$ cat config.mk
export PLATFORM = sky130hd
export DESIGN_NAME = leaf_out_arbiter
export DESIGN_NICKNAME = d
export VERILOG_FILES = /design/src/rtl/leaf_out_arbiter.sv
export SDC_FILE = /design/constraint.sdc
export NUM_CORES = 1
export LEC_CHECK = 0
export BUFFER_PORTS_ARGS = -buffer_cell sky130_fd_sc_hd__buf_2
export CAP_MARGIN = 25
export CORE_MARGIN = 3
export CORE_UTILIZATION = 48
export CTS_CLUSTER_DIAMETER = 100
export CTS_CLUSTER_SIZE = 10
export DETAILED_ROUTE_END_ITERATION = 7
export HOLD_SLACK_MARGIN = 0.12
export PLACE_DENSITY = 0.88
export SLEW_MARGIN = 20
export SYNTH_ARGS = -nofsm -noshare
export SYNTH_HDL_FRONTEND = slang
export SYNTH_SLANG_ARGS = --single-unit
$ cat constraint.sdc
create_clock -name clk -period 3.5 [get_ports clk]
set_clock_uncertainty 0.1 [all_clocks]
set_input_delay 0.525 -clock clk [delete_from_list [all_inputs] [get_ports clk]]
set_output_delay 0.525 -clock clk [all_outputs]
set_load 0.01 [all_outputs]
$ cat src/rtl/leaf_out_arbiter.sv
// Round-robin merge of NUM_REQ user-kernel output streams onto one leaf_interface input port.
// Optional per-requester transfer counters are built when ARB_STATS_EN is defined.
module leaf_out_arbiter #(
  parameter int unsigned NUM_REQ      = 4,
  parameter int unsigned PAYLOAD_BITS = 32,
  parameter int unsigned REQ_ID_BITS  = 2,
  parameter int unsigned MAX_BURST    = 8
) (
  input  logic                            clk,
  input  logic                            reset,
  input  logic [NUM_REQ*PAYLOAD_BITS-1:0] din_req,
  input  logic [NUM_REQ-1:0]              vld_req,
  output logic [NUM_REQ-1:0]              ack_req,
  output logic [PAYLOAD_BITS-1:0]         dout,
  output logic [REQ_ID_BITS-1:0]          dout_id,
  output logic                            dout_vld,
  input  logic                            dout_ack,
  output logic                            busy
`ifdef ARB_STATS_EN
  ,
  input  logic                            stat_clr,
  output logic [NUM_REQ*32-1:0]           stat_cnt
`endif
);

  localparam int unsigned IW = REQ_ID_BITS + 1;

  typedef enum logic {
    ST_IDLE,
    ST_GRANT
  } state_e;

  state_e                  state_q;
  logic [REQ_ID_BITS-1:0]  gnt_q;
  logic [REQ_ID_BITS-1:0]  rr_ptr_q;
  logic [7:0]              burst_cnt_q;
  logic                    out_full_q;
  logic [PAYLOAD_BITS-1:0] dout_q;
  logic [REQ_ID_BITS-1:0]  dout_id_q;

  logic                    can_load;
  logic                    gnt_vld;
  logic                    xfer;
  logic                    burst_last;
  logic [PAYLOAD_BITS-1:0] gnt_data;
  logic [REQ_ID_BITS-1:0]  next_ptr;
  logic [REQ_ID_BITS-1:0]  pick;
  logic                    found;
  logic [IW-1:0]           idx;
  logic                    idx_vld;

  // Granted requester's valid and payload, selected by compare so no index is wider than needed.
  always_comb begin
    gnt_vld  = 1'b0;
    gnt_data = '0;
    for (int unsigned i = 0; i < NUM_REQ; i++) begin
      if (gnt_q == REQ_ID_BITS'(i)) begin
        gnt_vld  = vld_req[i];
        gnt_data = din_req[i*PAYLOAD_BITS +: PAYLOAD_BITS];
      end
    end
  end

  assign can_load   = !out_full_q || dout_ack;
  assign xfer       = (state_q == ST_GRANT) && gnt_vld && can_load;
  assign burst_last = (burst_cnt_q == 8'(MAX_BURST - 1));
  assign next_ptr   = (gnt_q == REQ_ID_BITS'(NUM_REQ - 1)) ? '0 : gnt_q + 1'b1;

  always_comb begin
    ack_req = '0;
    for (int unsigned i = 0; i < NUM_REQ; i++) begin
      ack_req[i] = xfer && (gnt_q == REQ_ID_BITS'(i));
    end
  end

  // First valid requester at or after rr_ptr; wrap is an explicit subtract so odd NUM_REQ works.
  always_comb begin
    found   = 1'b0;
    pick    = '0;
    idx     = '0;
    idx_vld = 1'b0;
    for (int unsigned k = 0; k < NUM_REQ; k++) begin
      idx = {1'b0, rr_ptr_q} + IW'(k);
      if (idx >= IW'(NUM_REQ)) begin
        idx = idx - IW'(NUM_REQ);
      end
      idx_vld = 1'b0;
      for (int unsigned j = 0; j < NUM_REQ; j++) begin
        if (idx == IW'(j)) begin
          idx_vld = vld_req[j];
        end
      end
      if (!found && idx_vld) begin
        found = 1'b1;
        pick  = idx[REQ_ID_BITS-1:0];
      end
    end
  end

  always_ff @(posedge clk or negedge reset) begin
    if (!reset) begin
      state_q     <= ST_IDLE;
      gnt_q       <= '0;
      rr_ptr_q    <= '0;
      burst_cnt_q <= '0;
    end else begin
      case (state_q)
        ST_IDLE: begin
          if (found) begin
            gnt_q       <= pick;
            burst_cnt_q <= '0;
            state_q     <= ST_GRANT;
          end
        end
        ST_GRANT: begin
          if (!gnt_vld) begin
            state_q  <= ST_IDLE;
            rr_ptr_q <= next_ptr;
          end else if (can_load) begin
            burst_cnt_q <= burst_cnt_q + 8'd1;
            if (burst_last) begin
              state_q  <= ST_IDLE;
              rr_ptr_q <= next_ptr;
            end
          end
        end
        default: state_q <= ST_IDLE;
      endcase
    end
  end

  // A load and a downstream ack in the same cycle keep the register full with the new word.
  always_ff @(posedge clk or negedge reset) begin
    if (!reset) begin
      out_full_q <= 1'b0;
      dout_q     <= '0;
      dout_id_q  <= '0;
    end else if (xfer) begin
      out_full_q <= 1'b1;
      dout_q     <= gnt_data;
      dout_id_q  <= gnt_q;
    end else if (dout_ack) begin
      out_full_q <= 1'b0;
    end
  end

  assign dout     = dout_q;
  assign dout_id  = dout_id_q;
  assign dout_vld = out_full_q;
  assign busy     = (state_q == ST_GRANT) || out_full_q;

`ifdef ARB_STATS_EN
  logic [NUM_REQ-1:0][31:0] stat_q;

  always_ff @(posedge clk or negedge reset) begin
    if (!reset) begin
      stat_q <= '0;
    end else begin
      for (int unsigned i = 0; i < NUM_REQ; i++) begin
        if (stat_clr) begin
          stat_q[i] <= '0;
        end else if (ack_req[i]) begin
          stat_q[i] <= stat_q[i] + 32'd1;
        end
      end
    end
  end

  assign stat_cnt = stat_q;
`endif

endmodule

### Word-level counts from Yosys, hierarchy flattened

Index checks and enable logic that the tools add are counted.
W data, S select, Z words.

| operators by class | value |
|---|---|
| multiplexer cells | 51 |
| add/sub/neg operators | 9 |
| magnitude comparators | 4 |
| reduce and logical (&&, ||, !) cells | 24 |
| bitwise logic cells | 1 |
| equal/unequal tests | 21 |

Operators by type and width:

| kind | number |
|---|---|
| $mux W32 | 4 |
| $mux W1 | 30 |
| $eq A3 B2 Y1 const B | 8 |
| $mux W8 | 3 |
| $mux W2 | 8 |
| $pmux W8 S2 | 1 |
| $eq A3 B1 Y1 const B | 4 |
| $logic_not A3 Y1 | 4 |
| $mux W3 | 4 |
| $ge A3 B3 Y1 const B | 3 |
| $logic_and A1 B1 Y1 | 9 |
| $sub A3 B3 Y3 const B | 3 |
| $add A8 B1 Y8 const B | 1 |
| $eq A8 B3 Y1 const B | 1 |
| $add A2 B2 Y3 const B | 2 |
| $ne A2 B1 Y1 const B | 3 |
| $reduce_and A3 Y1 | 2 |
| $eq A2 B2 Y1 const B | 2 |
| $logic_not A1 Y1 | 4 |
| $ne A2 B2 Y1 const B | 2 |
| $add A2 B1 Y3 const B | 1 |
| $ge A2 B3 Y1 const B | 1 |
| $sub A2 B3 Y3 const B | 1 |
| $add A2 B1 Y2 const B | 1 |
| 7 further kinds | 8 |

| storage, ports and cells | value |
|---|---|
| register bits | 48 |
| input port bits | 135 |

### Longest topological paths before layout

Gate-level depths: netlist of run 1.

| depth | value |
|---|---|
| depth in word-level cells | 19 |
| gate-level depth with buffers | 10 |
| depth with buffers taken out | 8 |

### Worst setup path after synthesis of run 1

Ideal clock, no wire load.

| path | value |
|---|---|
| path kind | reg2out |
| start | register gnt_q[0] |
| end | output ack_req[2] |
| cell stages (with the launch flop) | 10 |
| arrival | 1.921 ns |
| setup slack | 0.954 ns |
| path buffers | 3 |
| cells stage by stage | dfrtp_1 -> inv_1 -> ha_1 -> buf_2 -> or2_0 -> a221o_1 -> nand4_1 -> clkbuf_1 -> buf_2 -> nor2_1 |

| on the way | value |
|---|---|
| longest elaborated chain between the ends | 8 |
| elaborated cells on any way between the ends | 11 |
| those cells by class | 3 x eq/ne; 4 x mux; 4 x reduce/logical |

Ends and longest elaborated chain:

| element | line | source |
|---|---|---|
| from (decl) | 34 | `logic [REQ_ID_BITS-1:0] gnt_q;` |
| from (signal assigned) | 110 | `gnt_q <= pick;` |
| $logic_not A2 Y1 | 57 | `if (gnt_q == REQ_ID_BITS'(i)) begin` |
| $mux W1 (4 in a row) | 57 |  |
| $logic_and A1 B1 Y1 (2 in a row) | 65 | `assign xfer = (state_q == ST_GRANT) && gnt_vld && can_load;` |
| $logic_and A1 B1 Y1 (*) | 72 | `ack_req[i] = xfer && (gnt_q == REQ_ID_BITS'(i));` |
| to (decl) | 13 | `output logic [NUM_REQ-1:0] ack_req,` |

Mark *: on every way between the ends. The rest lies on a longest branch, timed or not.

### Final worst setup path of run 1

Ends and elaborated chain as after synthesis.

==> results of run 1 <==
## sequential cells by signal, summed over array words and instances, names as in the netlist
signal / count
dout: 32
burst_cnt_q: 8
dout_id: 2
gnt_q: 2
rr_ptr_q: 2
dout_vld: 1
state_q: 1
## metrics by stage
stage	power [uW]	util	setup WS [ns]
floorplan	2598	-	0.9544
global placement	3176	0.6568	0.8171
detailed placement	3279	0.6601	0.6787
CTS	3632	0.6778	0.3608
global route	3977	0.6778	0.2048
finish	3604	0.6778	0.3692
## cells by family (layout without fill, tap and decap cells)
kind of cell | Yosys count | in the layout | synth area share
mux | 2 | 2 | 0.007255
compound gates | 124 | 124 | 0.2568
fa+ha+maj | 13 | 13 | 0.05240
flops | 48 | 48 | 0.3869
buf+inv | 39 | 200 | 0.05200
xor+xnor | 5 | 5 | 0.01411
simple gates | 154 | 154 | 0.2306
## metal layers
layer / global-route usage / vias to the layer above / wire length [um]
met5: 0 / - / 0
met4: 0.07365 / 0 / 194
met3: 0.05323 / 21 / 902
met2: 0.4458 / 163 / 4706
met1: 0.3100 / 1592 / 3716
li1: - / 1718 / -
## power by group through the flow
stage / Clock, uW / Combinational [uW] / Sequential (uW)
after floorplan: 0 / 1610 / 992
after global placement: 0 / 2260 / 920
after detailed placement: 0 / 2350 / 934
after CTS: 357 / 2350 / 922
after global routing: 387 / 2640 / 950
final: 346 / 2330 / 923
## worst paths after layout
| path | slack [ns] | from | end | depth (start not counted) |
|---|---|---|---|---|
| worst max-delay path | 0.37 | gnt_q[0] | ack_req[2] | 9 |
| worst min-delay path | 0.38 | dout[8] | dout[8] | 2 |
| worst min register to register | 0.38 | dout[8] | dout[8] | 2 |
| min in group asynchronous | 0.63 | reset | dout[30] | 2 |
| worst max register to register | 0.68 | rr_ptr_q[1] | burst_cnt_q[0] | 8 |
| max in group asynchronous | 2.15 | reset | burst_cnt_q[3] | 3 |
## repair_timing
| item | in CTS | in global routing |
|---|---|---|
| endpoints found under the hold margin | 21 | 0 |
| endpoints found under the setup margin | 0 | 0 |
| hold buffers | 1 | 0 |
## synthesized netlist by cell type (3+ instances only)
master and n:
xnor2_1 3, o21ai_0 39, clkbuf_1 23, nor2_1 45, a221oi_1 30, a21oi_1 38, nand3b_1 4, nor3b_1 4
buf_2 6, inv_1 7, nand2_1 43, dfrtp_1 48, nor3_1 34, a211oi_1 4, ha_1 13, and2_1 3
nand3_1 4
## worst register-to-register path, delay by kind of cell, from the launching register on
kind / cells / cell delay [ns]
adder cells (fa/ha/maj): 1 / 0.29
flip-flops: 1 / 0.51
AO/OA/AOI/OAI: 3 / 1.05
multiplexers: 1 / 0.28
buffers and inverters: 1 / 0.15
AND/OR/NAND/NOR: 2 / 0.33
## final cells by class
class | instances | area share
flip-flops and latches | 48 | 0.2907
clock inverters | 2 | 0.003634
inverters | 7 | 0.006360
clock buffers | 6 | 0.01999
multi-input cells | 298 | 0.4222
repair buffers | 185 | 0.2344
well taps | 75 | 0.02271
==> results.md, run 1 <==
* Post-layout min period at 3.131 ns
* # port buffers at 174
* Row cnt at 28
* Leakage power figure at 0.002054 uW
* Largest net degree at the start of global routing at 64
* Sequential Power Share at 0.256
* Antenna Nets Post-Route at 0
* Sequential cell area fraction in the yosys report at 0.3869
* CP endpoint kind: primary output
* Crit Path Max Fanout at 29
* Logic pwr share at 0.648
* Switching share of power at 0.4812
* Syn avg cell area at 8.063 um^2
* CP top delay family: buffers and inverters
* Slew Viols, Final at 0
* Worst path cell trace: inv_1 -> ha_1 -> buf_4 -> or2_0 -> a221o_1 -> nand4_1 -> buf_4 -> nor2_1 -> buf_2
* Initial core utilization at 0.5092
* Die Y at 86.42 um
* P_int at 1870 uW
* Final #Nets at 693
* Synth cell types at 44
* GRT Overall Usage at 0.2526
* Initial DRC count at 169
* Area Growth Syn to Fin at 33.09%
* CTS tree: yes
* Setup TNS at 0 ns
* Mapped Area at 3104 um^2
* Most frequent cells in the layout: 174 x buf_2, 48 x dfrtp_1, 45 x nor2_1
* Synth area leaders: dfrtp_1 39%, a221oi_1 8.5%, o21ai_0 6.3%
* Arr. time, crit path at 2.51 ns
* Max VDD drop at 0.0006383 V
* # DRC at 0
* Placed Cells at 612
* Number of synthesized flops with an enable pin at 0
* # clock sinks at 48
* Highest clock rate at 319.4 MHz
* RSZ-0062 raised after global routing: false
* Non-Filler Instances at 621
* Layout cells sized above 1 at 0.3645
* Core area at 6096 um^2
* Setup Buffers After CTS at 0
* Area of the multi-input gates at 1744 um^2
* Cell taking the most area after synthesis: dfrtp_1
* Number of global-route vias before repair at 3271
* Number of warnings issued by yosys at 0
* I/O pin cnt at 175
* #FFs+latches synth at 48
* Via count at 3494
* Clock slew at reported path FFs at 0.09 ns
* Clock Power Share at 0.096
* Critical Path Source Type: flop
* Worst Max-Slew Pin Slew at 0.5903 ns
* Worst min-delay path class: flop to flop
* Root buf cell: clkbuf_8
* Status: complete, no violations
* Initial DRT Pass Iterations at 4
* Final Instance Area at 4131 um^2
* Fillers at 546
* Synthesized instance count at 385
* Crit path kind: flop to primary output
* Number of buffers and inverters on the critical path at 4
* Most common cell after layout, fill and taps aside: buf_2
* Crit-path most repeated cell: buf_4
* Die X at 86.42 um
* Area post-placement at 4024 um^2
* Final Cycle Share at 0.8945
* Setup violations, final at 0
* Critical path required time at 2.87 ns
* Worst-skew pair later-pin latency at 0.30 ns
* FF+latch area at 1201 um^2
* Via/cell ratio at 5.626
* PD cells at 872.3 nW/um^2
* Clock buffer depth at 2
* GRT overflow at 0
* Resized cells post-CTS at 0
* MaxCap Viol Count at 0
* Routed wire length at 9520 um
* Wirelength per Cell at 15.33 um
* Primary FF master, synth: dfrtp_1
* Hold_ws at 0.3784 ns
* Slowest-stage cell, CP: dfrtp_1
* Yosys top cell area share at 0.3869
* CTS Buf Count at 5
* Final count of hold timing violations at 0
* Die ar. at 7468 um^2
* CP peak stage delay at 0.42 ns
* Initial antenna violation count at 0
* Switching power total at 1734 uW
* N_diodes at 0
* Slew headroom at 0.6065
* Gpl congestion at 0.9157
* First-pass GRT wire length at 15130 um
* Syn_nets at 533
* Asr flop ratio synth at 1.000
* Dpl hpwl at 7360 um
* Htree depth at 2
No activity file was read; power rests on OpenSTA's default activity.
==> run 2, diff against run 1 <==
Settings changed: ABC_AREA from default to 1, CORE_MARGIN 3 to default, CORE_UTILIZATION 48 to 50, PLACE_DENSITY 0.88 to 0.89.
==> results.md, run 2 <==
* Final count of hold timing violations at 0
* # port buffers at 174
* Synthesized instance count at 500
* Status: finished with violations
* Row cnt at 29
* Synth cell types at 24
* Worst Setup Slack, final at 0.4713 ns
* Post-Route Utilization at 0.6752
* Critical Path Source Type: flop
* Number of synthesized flops with an enable pin at 0
* Root buf cell: clkbuf_8
* Via count at 3970
* Area Growth Syn to Fin at 29.57%
* Worst Max-Slew Pin Slew at 0.7136 ns
* I/O pin cnt at 175
* Gpl congestion at 0.8772
* N_diodes at 0
* Worst-skew pair later-pin latency at 0.30 ns
* Clock buffer depth at 2
* Layout cells sized above 1 at 0.2989
* Via/cell ratio at 5.394
* Initial core utilization at 0.5211
* Initial DRC count at 336
* Final Instance Area at 4337 um^2
* # clock sinks at 48
* Resized cells post-CTS at 0
* Wirelength per Cell at 13.55 um
* Worst reg2reg path depth at 9
* Reg2reg end: dout[18]
* Asr flop ratio synth at 1.000
* CTS Hold Bufs at 0
* Final #Nets at 807
* Syn avg cell area at 6.694 um^2
* Critical path required time at 2.87 ns
* Die ar. at 7025 um^2
* Setup crit start: gnt_q[0]
* Setup violations, final at 0
* Htree depth at 2
* #FFs+latches synth at 48
* Area post-placement at 4259 um^2
* Initial DRT Pass Iterations at 7
* Max VDD drop at 0.0003620 V
* Leakage power figure at 0.002589 uW
* Setup Buffers After CTS at 0
* Power, Total at 3639 uW
* Most common cell after layout, fill and taps aside: nand2_1
* Post-layout min period at 3.029 ns
* Cell taking the most area after synthesis: dfrtp_1
* Highest clock rate at 330.2 MHz
* Die Y at 83.82 um
* Setup TNS at 0 ns
* Yosys top cell area share at 0.3589
* Arr. time, crit path at 2.40 ns
* Pre-CTS setup slack at 0.7910 ns
* Primary FF master, synth: dfrtp_1
* Sequential cell area fraction in the yosys report at 0.3589
* MaxCap Viol Count at 0
* Dpl hpwl at 7631 um
* Initial antenna violation count at 0
* Syn_nets at 648
* RSZ-0062 raised after global routing: false
* CTS tree: yes
* Number of warnings issued by yosys at 0
* Worst min-delay path class: input port to asynchronous set/reset pin
* Routed wire length at 9974 um
* Antenna Nets Post-Route at 0
* CP endpoint kind: primary output
* Slew Viols, Final at 0
* Max reg flops at 32
* PD cells at 839.1 nW/um^2
* Clock slew at reported path FFs at 0.09 ns
* Crit Path Max Fanout at 26
* Core area at 6422 um^2
* GRT Overall Usage at 0.2868
* RR Startpoint: gnt_q[0]
* First-pass GRT wire length at 16390 um
* Violated checks: design-rule violations
* Number of global-route vias before repair at 3606
* Count leader, synth: nand2_1
* Mapped Area at 3347 um^2
* CTS Buf Count at 5
* GRT overflow at 0
* Slew headroom at 0.5238
* Die X at 83.82 um
* Flop-to-flop setup slack at 0.76 ns
* Synth area leaders: dfrtp_1 36%, nand2_1 24%, o211ai_1 7.2%
* Most frequent cells in the layout: 218 x nand2_1, 174 x buf_2, 48 x dfrtp_1
* Final Cycle Share at 0.8653
* Most instantiated cells after synthesis: 218 x nand2_1, 48 x dfrtp_1, 43 x a21oi_1
* Crit path kind: flop to primary output
* Largest net degree at the start of global routing at 67
* # DRC at 3
-- run 2: cell count changes after synthesis, moves of 5 or more --
cell,before,now
a21oi_1,38,43
nand3_1,4,21
nand2_1,43,218
a221oi_1,30,0
o211ai_1,0,32
nor3_1,34,1
nor2_1,45,16
inv_1,7,22
-- run 2: routing by layer --
layer | track usage | vias up | wire length, um
met5 | 0 | - | 0
met4 | 0.1254 | 0 | 290
met3 | 0.03956 | 30 | 759
met2 | 0.4829 | 216 | 4920
met1 | 0.3683 | 1777 | 4005
li1 | - | 1947 | -
-- run 2: critical path, stage by stage (launching register included) --
cell and delay (ns):
dfrtp_1 0.42, inv_1 0.13, ha_1 0.48, buf_4 0.35, inv_1 0.38, nor2_1 0.20, buf_2 0.14
-- run 2: how the worst max path moves through the flow --
stage,to,slack [ns],depth (start not counted)
finish,ack_req[2],0.47,6
detailed placement,dout[18],0.79,9
global route,ack_req[0],0.26,11
CTS,ack_req[2],0.48,6
floorplan,ack_req[0],1.11,13
global placement,ack_req[2],0.94,6
-- run 2: area by class of cell --
cell class                      instances  area [um^2]
Fill cell                             541         2086
Multi-Input combinational cell        396         1913
Sequential cell                        48         1201
Timing Repair Buffer                  182        950.9
Inverter                               26        97.59
Tap cell                               77        96.34
Clock buffer                            6        72.57
Clock inverter                          1        5.005
-- run 2: logic make-up (layout without fill, tap and decap cells) --
logic type,count (synthesis),count (layout),synth area share
AND/OR/NAND/NOR,266,266,0.3178
XOR/XNOR,4,4,0.01047
flip-flops,48,48,0.3589
AO/OA/AOI/OAI,113,113,0.1948
buffers and inverters,56,215,0.06953
adder cells (fa/ha/maj),13,13,0.04860
-- run 2: where the power goes --
| part | switching [uW] | internal [uW] | total, uW |
|---|---|---|---|
| clock | 176 | 136 | 312 |
| sequential | 167 | 787 | 955 |
| combinational | 1540 | 832 | 2370 |
| total | 1880 | 1760 | 3640 |
-- run 2: through the flow --
step | cells | hold slack (ns)
final | 736 | 0.1255
after global routing | 736 | 0.1729
after CTS | 736 | 0.1448
after detailed placement | 729 | 0.3608
after global placement | 728 | 0.3584
after floorplan | 500 | 0.1294
==> run 3, diff against run 2 <==
Settings changed: ABC_AREA 1 to 0, CORE_UTILIZATION 50 to 48, PLACE_DENSITY 0.89 to 0.88.
==> results.md, run 3 (synthesis results as in run 1) <==
* Worst path cell trace: inv_1 -> ha_1 -> or2_0 -> a221o_1 -> nand4_1 -> nor2_1 -> buf_2
* Slew headroom at 0.5268
* Die Y at 82.42 um
* Final Cycle Share at 0.9119
* CP peak stage delay at 0.63 ns
* Status: complete, no violations
* Resized cells post-CTS at 0
* Highest clock rate at 313.3 MHz
* Worst Max-Slew Pin Slew at 0.7097 ns
* GRT Overall Usage at 0.2682
* Number of global-route vias before repair at 3126
* Core area at 6096 um^2
* Wirelength per Cell at 14.96 um
* Crit Path Max Fanout at 19
* CP endpoint kind: primary output
* # port buffers at 174
* Worst-skew pair later-pin latency at 0.30 ns
* Die ar. at 6793 um^2
* Slew Viols, Final at 0
* Most common cell after layout, fill and taps aside: buf_2
* Critical path required time at 2.87 ns
* Largest net degree at the start of global routing at 56
* Row cnt at 28
* MaxCap Viol Count at 0
* Dpl hpwl at 7049 um
* Layout cells sized above 1 at 0.3628
* Slowest-stage cell, CP: ha_1
* Leakage power figure at 0.002048 uW
* # DRC at 0
* N_diodes at 0
* Max VDD drop at 0.0005034 V
* Initial core utilization at 0.5092
* Htree depth at 2
* Number of buffers and inverters on the critical path at 2
* Most frequent cells in the layout: 173 x buf_2, 48 x dfrtp_1, 45 x nor2_1
* CTS tree: yes
* Root buf cell: clkbuf_8
* Arr. time, crit path at 2.57 ns
* CP top delay family: simple AND/OR/NAND/NOR gates
* Area post-placement at 3996 um^2
* Critical Path Source Type: flop
* Area Growth Syn to Fin at 32.53%
* Final Instance Area at 4114 um^2
* Via/cell ratio at 5.600
* CTS Hold Bufs at 0
* Final #Nets at 690
* Crit path kind: flop to primary output
* First-pass GRT wire length at 13680 um
* I/O pin cnt at 175
* Gpl congestion at 0.8913
* RSZ-0062 raised after global routing: false
* Final count of hold timing violations at 0
* Post-layout min period at 3.192 ns
* Worst min-delay path class: input port to asynchronous set/reset pin
* Routed wire length at 9245 um
* Initial DRT Pass Iterations at 4
* Die X at 82.42 um
* Setup Buffers After CTS at 0
* Initial DRC count at 145
* Initial antenna violation count at 0
* Clock buffer depth at 2
* Setup TNS at 0 ns
* GRT overflow at 0
* Setup violations, final at 0
* Clock slew at reported path FFs at 0.09 ns
* Max reg flops at 32
* PD cells at 894.4 nW/um^2
* Via count at 3461
* # clock sinks at 48
* Antenna Nets Post-Route at 0
* CTS Buf Count at 5
* Hold_ws at 0.1147 ns
-- run 3: per-layer routing --
| metal | GRT usage | wire length, um | vias up |
|---|---|---|---|
| met5 | 0 | 0 | - |
| met4 | 0.1035 | 168 | 0 |
| met3 | 0.05165 | 574 | 14 |
| met2 | 0.5107 | 4832 | 152 |
| met1 | 0.2889 | 3669 | 1586 |
| li1 | - | - | 1709 |
-- run 3: where the power goes --
part / internal [uW] / switching (uW)
clock: 215 / 196
sequential: 778 / 147
combinational: 923 / 1420
-- run 3: per-stage QoR --
stage	setup WS [ns]	power [uW]	util	instances
6_report	0.3083	3679	0.6749	618
5_1_grt	0.1109	4030	0.6749	618
4_1_cts	0.3397	3681	0.6745	618
3_5_place_dp	0.6783	3268	0.6556	610
3_3_place_gp	0.7799	3158	0.6556	610
2_1_floorplan	0.9544	2598	-	385
-- run 3: layout make-up --
class	count	area (um^2)
clock buffers	5	68.82
clock inverters	3	46.29
fillers	510	1982
inverters	7	26.28
multi-input cells	298	1744
flip-flops and latches	48	1201
well taps	75	93.84
repair buffers	182	933.4
-- run 3: final timing paths --
check | slack [ns] | cells after the start | startpoint | endpoint
max | 0.31 | 7 | gnt_q[0] | ack_req[2]
min | 0.11 | 1 | reset | dout[0]
max reg2reg | 0.66 | 8 | rr_ptr_q[1] | burst_cnt_q[0]
min reg2reg | 0.38 | 2 | dout[14] | dout[14]
max in group asynchronous | 2.78 | 1 | reset | dout[13]
min in group clk | 0.38 | 2 | dout[14] | dout[14]
-- run 3: worst reg2reg max path, delay by kind of cell (launching register included) --
family                     cells  cell delay (ns)
adders and majority gates      1             0.29
and+or+nand+nor                2             0.35
muxes                          1             0.27
AOI/OAI and AO/OA              3             1.05
DFF                            1             0.53
buffers and inverters          1             0.15
